### config.mk
export PLATFORM = sky130hd
export DESIGN_NAME = rr_decoder_arbiter
export DESIGN_NICKNAME = d
export VERILOG_FILES = /design/src/rtl/rr_decoder_arbiter.sv
export SDC_FILE = /design/constraint.sdc
export NUM_CORES = 1
export LEC_CHECK = 0
export CORE_MARGIN = 4
export CORE_UTILIZATION = 35
export CTS_CLUSTER_DIAMETER = 150
export CTS_CLUSTER_SIZE = 20
export DETAILED_ROUTE_END_ITERATION = 12
export RECOVER_POWER = 100
export SLEW_MARGIN = 0
export SYNTH_ARGS = -nofsm -noshare
export SYNTH_HDL_FRONTEND = slang
export SYNTH_SLANG_ARGS = --single-unit
### constraint.sdc
create_clock -name clk -period 5.82 [get_ports clk]
set_input_delay 1.164 -clock clk [delete_from_list [all_inputs] [get_ports clk]]
set_output_delay 1.164 -clock clk [all_outputs]
set_load 0.01 [all_outputs]
### src/rtl/rr_decoder_arbiter.sv
// Round-robin arbiter sharing one 3-to-8 decoder among 8 requesters.
// Drives the decoder selects and also exports a registered one-hot grant.
module rr_decoder_arbiter #(
    parameter int unsigned MAX_HOLD = 16
) (
    input  logic       clk,
    input  logic       rst_n,
    input  logic [7:0] req,
    output logic [7:0] gnt,
    output logic [2:0] gnt_idx,
    output logic       gnt_valid,
    output logic       sel_x,
    output logic       sel_y,
    output logic       sel_z,
    output logic       sel_en,
    output logic       preempt
);

    typedef enum logic {
        IDLE  = 1'b0,
        GRANT = 1'b1
    } state_e;

    // With pre-emption disabled the counter simply saturates at its maximum.
    localparam logic [7:0] HOLD_LIMIT = (MAX_HOLD == 0) ? 8'hFF : 8'(MAX_HOLD - 1);
    localparam logic       PREEMPT_EN = (MAX_HOLD != 0);

    state_e     state_q, state_d;
    logic [2:0] gnt_idx_q, gnt_idx_d;
    logic       gnt_valid_q, gnt_valid_d;
    logic [7:0] gnt_q, gnt_d;
    logic [2:0] ptr_q, ptr_d;
    logic [7:0] hold_q, hold_d;
    logic       preempt_q, preempt_d;

    logic [15:0] req_dbl;
    logic [7:0]  req_rot;
    logic [2:0]  rot_pos;
    logic [2:0]  winner;
    logic        holder_req;
    logic        others_req;

    // Rotate requests so bit 0 is the pointer position, then take the lowest set bit.
    always_comb begin
        req_dbl = {req, req};
        req_rot = req_dbl[ptr_q +: 8];
        rot_pos = 3'd0;
        for (int i = 7; i >= 0; i--) begin
            if (req_rot[i]) begin
                rot_pos = 3'(i);
            end
        end
        winner = ptr_q + rot_pos;
    end

    assign holder_req = req[gnt_idx_q];
    assign others_req = |(req & ~(8'd1 << gnt_idx_q));

    always_comb begin
        state_d     = state_q;
        gnt_idx_d   = gnt_idx_q;
        gnt_valid_d = gnt_valid_q;
        ptr_d       = ptr_q;
        hold_d      = hold_q;
        preempt_d   = 1'b0;
        case (state_q)
            IDLE: begin
                if (|req) begin
                    state_d     = GRANT;
                    gnt_idx_d   = winner;
                    gnt_valid_d = 1'b1;
                    hold_d      = 8'd0;
                end
            end
            GRANT: begin
                // Release wins over pre-emption, so preempt only fires while the holder still asks.
                if (!holder_req) begin
                    state_d     = IDLE;
                    gnt_valid_d = 1'b0;
                    ptr_d       = gnt_idx_q + 3'd1;
                end else if (PREEMPT_EN && (hold_q == HOLD_LIMIT) && others_req) begin
                    state_d     = IDLE;
                    gnt_valid_d = 1'b0;
                    ptr_d       = gnt_idx_q + 3'd1;
                    preempt_d   = 1'b1;
                end else if (hold_q != HOLD_LIMIT) begin
                    hold_d = hold_q + 8'd1;
                end
            end
            default: begin
                state_d     = IDLE;
                gnt_valid_d = 1'b0;
            end
        endcase
    end

    for (genvar gi = 0; gi < 8; gi++) begin : g_onehot
        assign gnt_d[gi] = gnt_valid_d && (gnt_idx_d == 3'(gi));
    end

    always_ff @(posedge clk) begin
        if (!rst_n) begin
            state_q     <= IDLE;
            gnt_idx_q   <= 3'd0;
            gnt_valid_q <= 1'b0;
            gnt_q       <= 8'd0;
            ptr_q       <= 3'd0;
            hold_q      <= 8'd0;
            preempt_q   <= 1'b0;
        end else begin
            state_q     <= state_d;
            gnt_idx_q   <= gnt_idx_d;
            gnt_valid_q <= gnt_valid_d;
            gnt_q       <= gnt_d;
            ptr_q       <= ptr_d;
            hold_q      <= hold_d;
            preempt_q   <= preempt_d;
        end
    end

    assign gnt       = gnt_q;
    assign gnt_idx   = gnt_idx_q;
    assign gnt_valid = gnt_valid_q;
    assign sel_x     = gnt_idx_q[2];
    assign sel_y     = gnt_idx_q[1];
    assign sel_z     = gnt_idx_q[0];
    assign sel_en    = gnt_valid_q;
    assign preempt   = preempt_q;

endmodule

* Word-level counts from Yosys, hierarchy flattened *
Index checks and enable logic that the tools add are counted.

operators by class
  equal/unequal tests = 14
  order comparisons = 1
  $mul = 0
  shift-type cells = 2
  mux-type cells = 28
  bitwise gates (word level) = 3
  reduce and logical (&&, ||, !) cells = 15
  $add $sub $neg = 3
  divide/modulo/power cells = 0

operators with widths
  operator                                               count
  2-to-1 mux 3 bit                                       12
  2-to-1 mux 8 bit                                       4
  case mux 8 bit (2 select lines)                        1
  OR reduction 8 bit                                     2
  variable part select 16 x 4 -> 8 bit                   1
  == test 3 bit, second input constant                   4
  logical AND 1 bit                                      9
  adder 8 x 1 -> 8 bit, second input constant            1
  AND 8 bit                                              1
  == test 8 x 4 -> 1 bit, second input constant          1
  2-to-1 mux 1 bit                                       8
  inequality test 8 x 4 -> 1 bit, second input constant  1
  inverter 8 bit                                         1
  left shift 1 x 3 -> 8 bit, first input constant        1
  == test 3 x 2 -> 1 bit, second input constant          2
  inequality test 2 x 1 -> 1 bit, second input constant  3
  < comparator 3 x 4 -> 1 bit, second input constant     1
  inequality test 2 bit, second input constant           2
  case mux 1 bit (2 select lines)                        2
  AND reduction 4 bit                                    1
  adder 3 x 1 -> 3 bit, second input constant            1
  adder 3 bit                                            1
  binary-select mux 1 bit (select 3 bit)                 1
  == test 3 x 1 -> 1 bit, second input constant          1
  4 further kinds                                        4

word-level totals
  memory bits (read-only) = 0
  logic and storage cells = 73
  output and inout bits = 17
  memories = 0
  bits in registers = 25
  bits in writable memories = 0
  latch bits = 0
  bits of input ports = 10

* Depth between registers and ports, before layout *
  word-level depth = 14
  gate-level depth with buffers = 16
  mapped depth without buffers = 14

* Worst setup path before layout *
Ideal clock, no wire load.

  path kind = input port to flip-flop
  start point = input req[2]
  end point = register gnt_q[6] (netlist: gnt[6])
  data arrival time = 4.086 ns
  setup time = 0.067 ns
  data required time = 5.753 ns
  path slack = 1.667 ns
  stages = 12
  cells stage by stage = buf_2 -> nor2_1 -> mux4_2 -> mux2i_1 -> a31oi_1 -> or2_2 -> fa_1 -> xnor2_1 -> or3_1 -> or4_1 -> o211ai_1 -> nor2b_1

between the ends
  cells in the longest elaborated chain, start to end = 14
  elaborated cells on any way between the ends = 24
  classes of those cells = 1 x add/sub; 1 x eq/ne; 1 x shift; 16 x mux; 1 x bitwise; 4 x reduce/logical

RTL lines
  what                                  line  text
  from (decl)                           8     input logic [7:0] req,
  variable part select 16 x 4 -> 8 bit  46    req_rot = req_dbl[ptr_q +: 8];
  2-to-1 mux 3 bit (8 in a row)         49    if (req_rot[i]) begin
  adder 3 bit                           53    winner = ptr_q + rot_pos;
  2-to-1 mux 3 bit                      68    if (|req) begin
  2-to-1 mux 3 bit                      66    case (state_q)
  == test 3 bit                         98    assign gnt_d[gi] = gnt_valid_d && (gnt_idx_d == 3'(gi));
  logical AND 1 bit *                   98
  to (signal assigned)                  114   gnt_q <= gnt_d;
  to (decl)                             31    logic [7:0] gnt_q, gnt_d;

Mark *: on every way between the ends. The rest lies on a longest branch, timed or not. The select of a mux whose other input is x is not followed.
A chain may end at the register's enable or synchronous reset.

* Final worst setup path *
  start point = input req[4]
  end point = register gnt_q[1] (netlist: gnt[1])

between the ends
  cells in the longest elaborated chain, start to end = 14
  elaborated cells on any way between the ends = 24
  classes of those cells = 1 x add/sub; 1 x eq/ne; 1 x shift; 16 x mux; 1 x bitwise; 4 x reduce/logical

RTL lines
  what                                  line
  variable part select 16 x 4 -> 8 bit  46
  2-to-1 mux 3 bit (8 in a row)         49
  adder 3 bit                           53
  2-to-1 mux 3 bit                      68
  2-to-1 mux 3 bit                      66
  == test 3 x 1 -> 1 bit                98
  logical AND 1 bit *                   98

Marked as above.

==> metrics.md <==
| Metric | Value |
|---|---|
| Post-synth EDFFs | 0 |
| Final period util | 81.7% |
| Layout cell share with drive strength beyond 1 | 4.66% |
| Endpoints failing hold | 0 |
| Setup bufs post-CTS | 0 |
| GR Overflow Total | 0 |
| Post-DP HPWL | 3310 um |
| Worst Skew | 1.95 ps |
| Cts repair resizes | 0 |
| Initial antenna violation count | 0 |
| Post-synth cell types | 55 |
| Register area | 500 um^2 |
| GRT Overall Usage | 14.3% |
| Std-Cell Rows | 26 |
| Clock transition at path regs | 90 ps |
| Num CTS Buffers | 3 |
| Worst-margin pin slew | 1020 ps |
| TritonCTS clock tree | done |
| Clock Latency Late Sink | 270 ps |
| Largest net degree at the start of global routing | 20 |
| Global-route wire length before repair | 7590 um |
| Ys async rst share | 0% |
| Final ANT Viol Nets | 0 |
| Normalized max-slew margin | 31.1% |
| Port Buf Inserts | 26 |
| Min Clock Period, post-route | 4750 ps |
| F_max | 0.210 GHz |
| Starting Density | 36.7% |
| Worst Path Arrival | 4900 ps |
| Sequential-to-total area share from yosys stat | 26.3% |
| Max Cap Viol | 0 |
| # hold bufs at CTS | 0 |
| CTS sink cnt | 25 |
| Area of the core | 5170 um^2 |
| Initial DRC count | 113 |
| Clock power share | 21.2% |
| Comb pwr share | 36.3% |
| Overall routed net length | 4470 um |
| Synthesized area per cell | 8.56 um^2 |
| DR vias | 1691 |
| P_sw | 177 uW |
| Final instance area | 2190 um^2 |
| Hold crit path type | reg -> reg |
| WP data required | 5970 ps |
| Worst vdd ir | 0.0000827 V |
| Die area | 6670 um^2 |
| FF+latch count, synth | 25 |
| Worst setup SP type | input pin |
| Most common cell after layout, fill and taps aside | dfxtp_1 |
| Leading area contributor after synthesis | dfxtp_1 |
| P per Cell Area | 224 nW/um^2 |
| RSZ-0062 raised after global routing | no |
| Top post-synthesis cells by area | dfxtp_1 (26%), mux2i_1 (5.8%), ha_1 (5.3%) |
| Synthesized area | 1900 um^2 |
| Crit Path Category | in -> reg |
| Die Span X | 81.7 um |
| First-pass iteration count of the detailed router | 5 |
| Area after DPL | 2150 um^2 |
| Synth Flop Type | dfxtp_1 |
| Yosys warns | 0 |
| Most frequent cells in the layout | dfxtp_1 (25), nor2_1 (21), dlygate4sd3_1 (19) |
| Status | complete, no violations |
| Vias per cell | 5.53 |
| Io pins | 27 |
| Routed len/inst | 14.6 um |
| Setup violators final | 0 |
| Vias in the first global route | 1669 |
| CTS root buf | clkbuf_8 |
| CP Capture Type | flip-flop |
| Longest Clk Path Bufs | 2 |
| Area of the multi-input gates | 1250 um^2 |
| Fin nets | 256 |
| Final Max Slew Viols | 0 |
| Gpl congestion | 0.852 |
| H-tree depth | 1 |
| Layout fillers | 515 |
| Setup TNS | 0 ps |
| DRC | 0 |
| Cell leakage power | 0.000847 uW |
| Die Ht | 81.7 um |
| Ant. Diodes | 0 |
| Mapped Nets | 241 |
| Sw Ratio | 36.0% |
| Synth-to-layout area growth | 15.3% |
| Post-synthesis cell count | 222 |
| Reg power frac | 42.5% |
| Post-synth top area share | 26.3% |
| CP Max Fanout | 13 |
| P_int | 314 uW |
==> metal layers <==
| metal | vias to the layer above | part of all wire (%) | global-route usage [%] |
|---|---|---|---|
| li1 | 839 | - | - |
| met2 | 45 | 47 | 24.1 |
| met3 | 8 | 3.2 | 2.63 |
| met5 | - | 0 | 0 |
| met1 | 799 | 48 | 19.1 |
| met4 | 0 | 1.2 | 2.49 |
==> kinds of logic after synthesis <==
kind of cell	Yosys count	share of synthesized area [%]
xor+xnor	5	2.30
fa+ha+maj	9	6.32
buf+inv	28	7.57
compound gates	53	21.9
mux	17	11.9
simple gates	85	23.6
flops	25	26.3
==> Yosys cell counts (5+ instances only) <==
| master | count |
|---|---|
| a221oi_1 | 7 |
| a21oi_1 | 6 |
| nor2b_1 | 8 |
| nand2_1 | 14 |
| mux2i_1 | 11 |
| o21ai_0 | 7 |
| dfxtp_1 | 25 |
| clkbuf_1 | 5 |
| nand3_1 | 5 |
| inv_1 | 12 |
| nor2_1 | 21 |
| buf_4 | 5 |
| ha_1 | 8 |
==> state kept, by name, indices dropped and copies added (netlist names) <==
register	count
preempt	1
state_q	1
ptr_q	3
gnt_valid	1
hold_q	8
gnt	8
gnt_idx	3
==> cell type report <==
type | instances | area share [%]
clock buffers | 3 | 1.88
clock inverters | 1 | 0.228
inverters | 12 | 2.05
multi-input cells | 169 | 57.1
flip-flops and latches | 25 | 22.8
well taps | 70 | 4.00
repair buffers | 26 | 11.9
==> worst max-delay path: stages <==
cell and delay, ps:
dlygate4sd3_1 810, nor2_1 70, mux4_2 480, mux2i_1 430, a31oi_1 80, or2_2 310, fa_1 440, xnor2_1 190
or4_1 430, a21oi_1 370, nor4_1 110
==> worst paths after layout <==
kind | from | cells after the start | to | slack (ps)
setup / recovery | req[4] | 11 | gnt[1] | 1070
hold / removal | hold_q[5] | 2 | hold_q[5] | 500
setup reg to reg | ptr_q[1] | 10 | gnt[1] | 1740
hold reg to reg | hold_q[5] | 2 | hold_q[5] | 500
==> power by group through the flow <==
stage	combinational (uW)	clock, uW	sequential [uW]
floorplan	138	0	203
global placement	183	0	212
detailed placement	184	0	213
CTS	185	106	209
global route	198	113	211
finish	178	104	208
==> stage by stage <==
| step | total power, uW | util [%] | hold WS [ps] | std cells | worst slack [ps] |
|---|---|---|---|---|---|
| after detailed placement | 397 | 41.6 | 494 | 302 | 854 |
| final | 490 | 42.4 | 501 | 306 | 1070 |
| after global placement | 395 | 41.6 | 489 | 302 | 930 |
| after global routing | 522 | 42.4 | 555 | 306 | 824 |
| after CTS | 500 | 42.5 | 511 | 306 | 1130 |
| after floorplan | 340 | - | 467 | 222 | 1670 |
(Power assumes the default switching activity.)
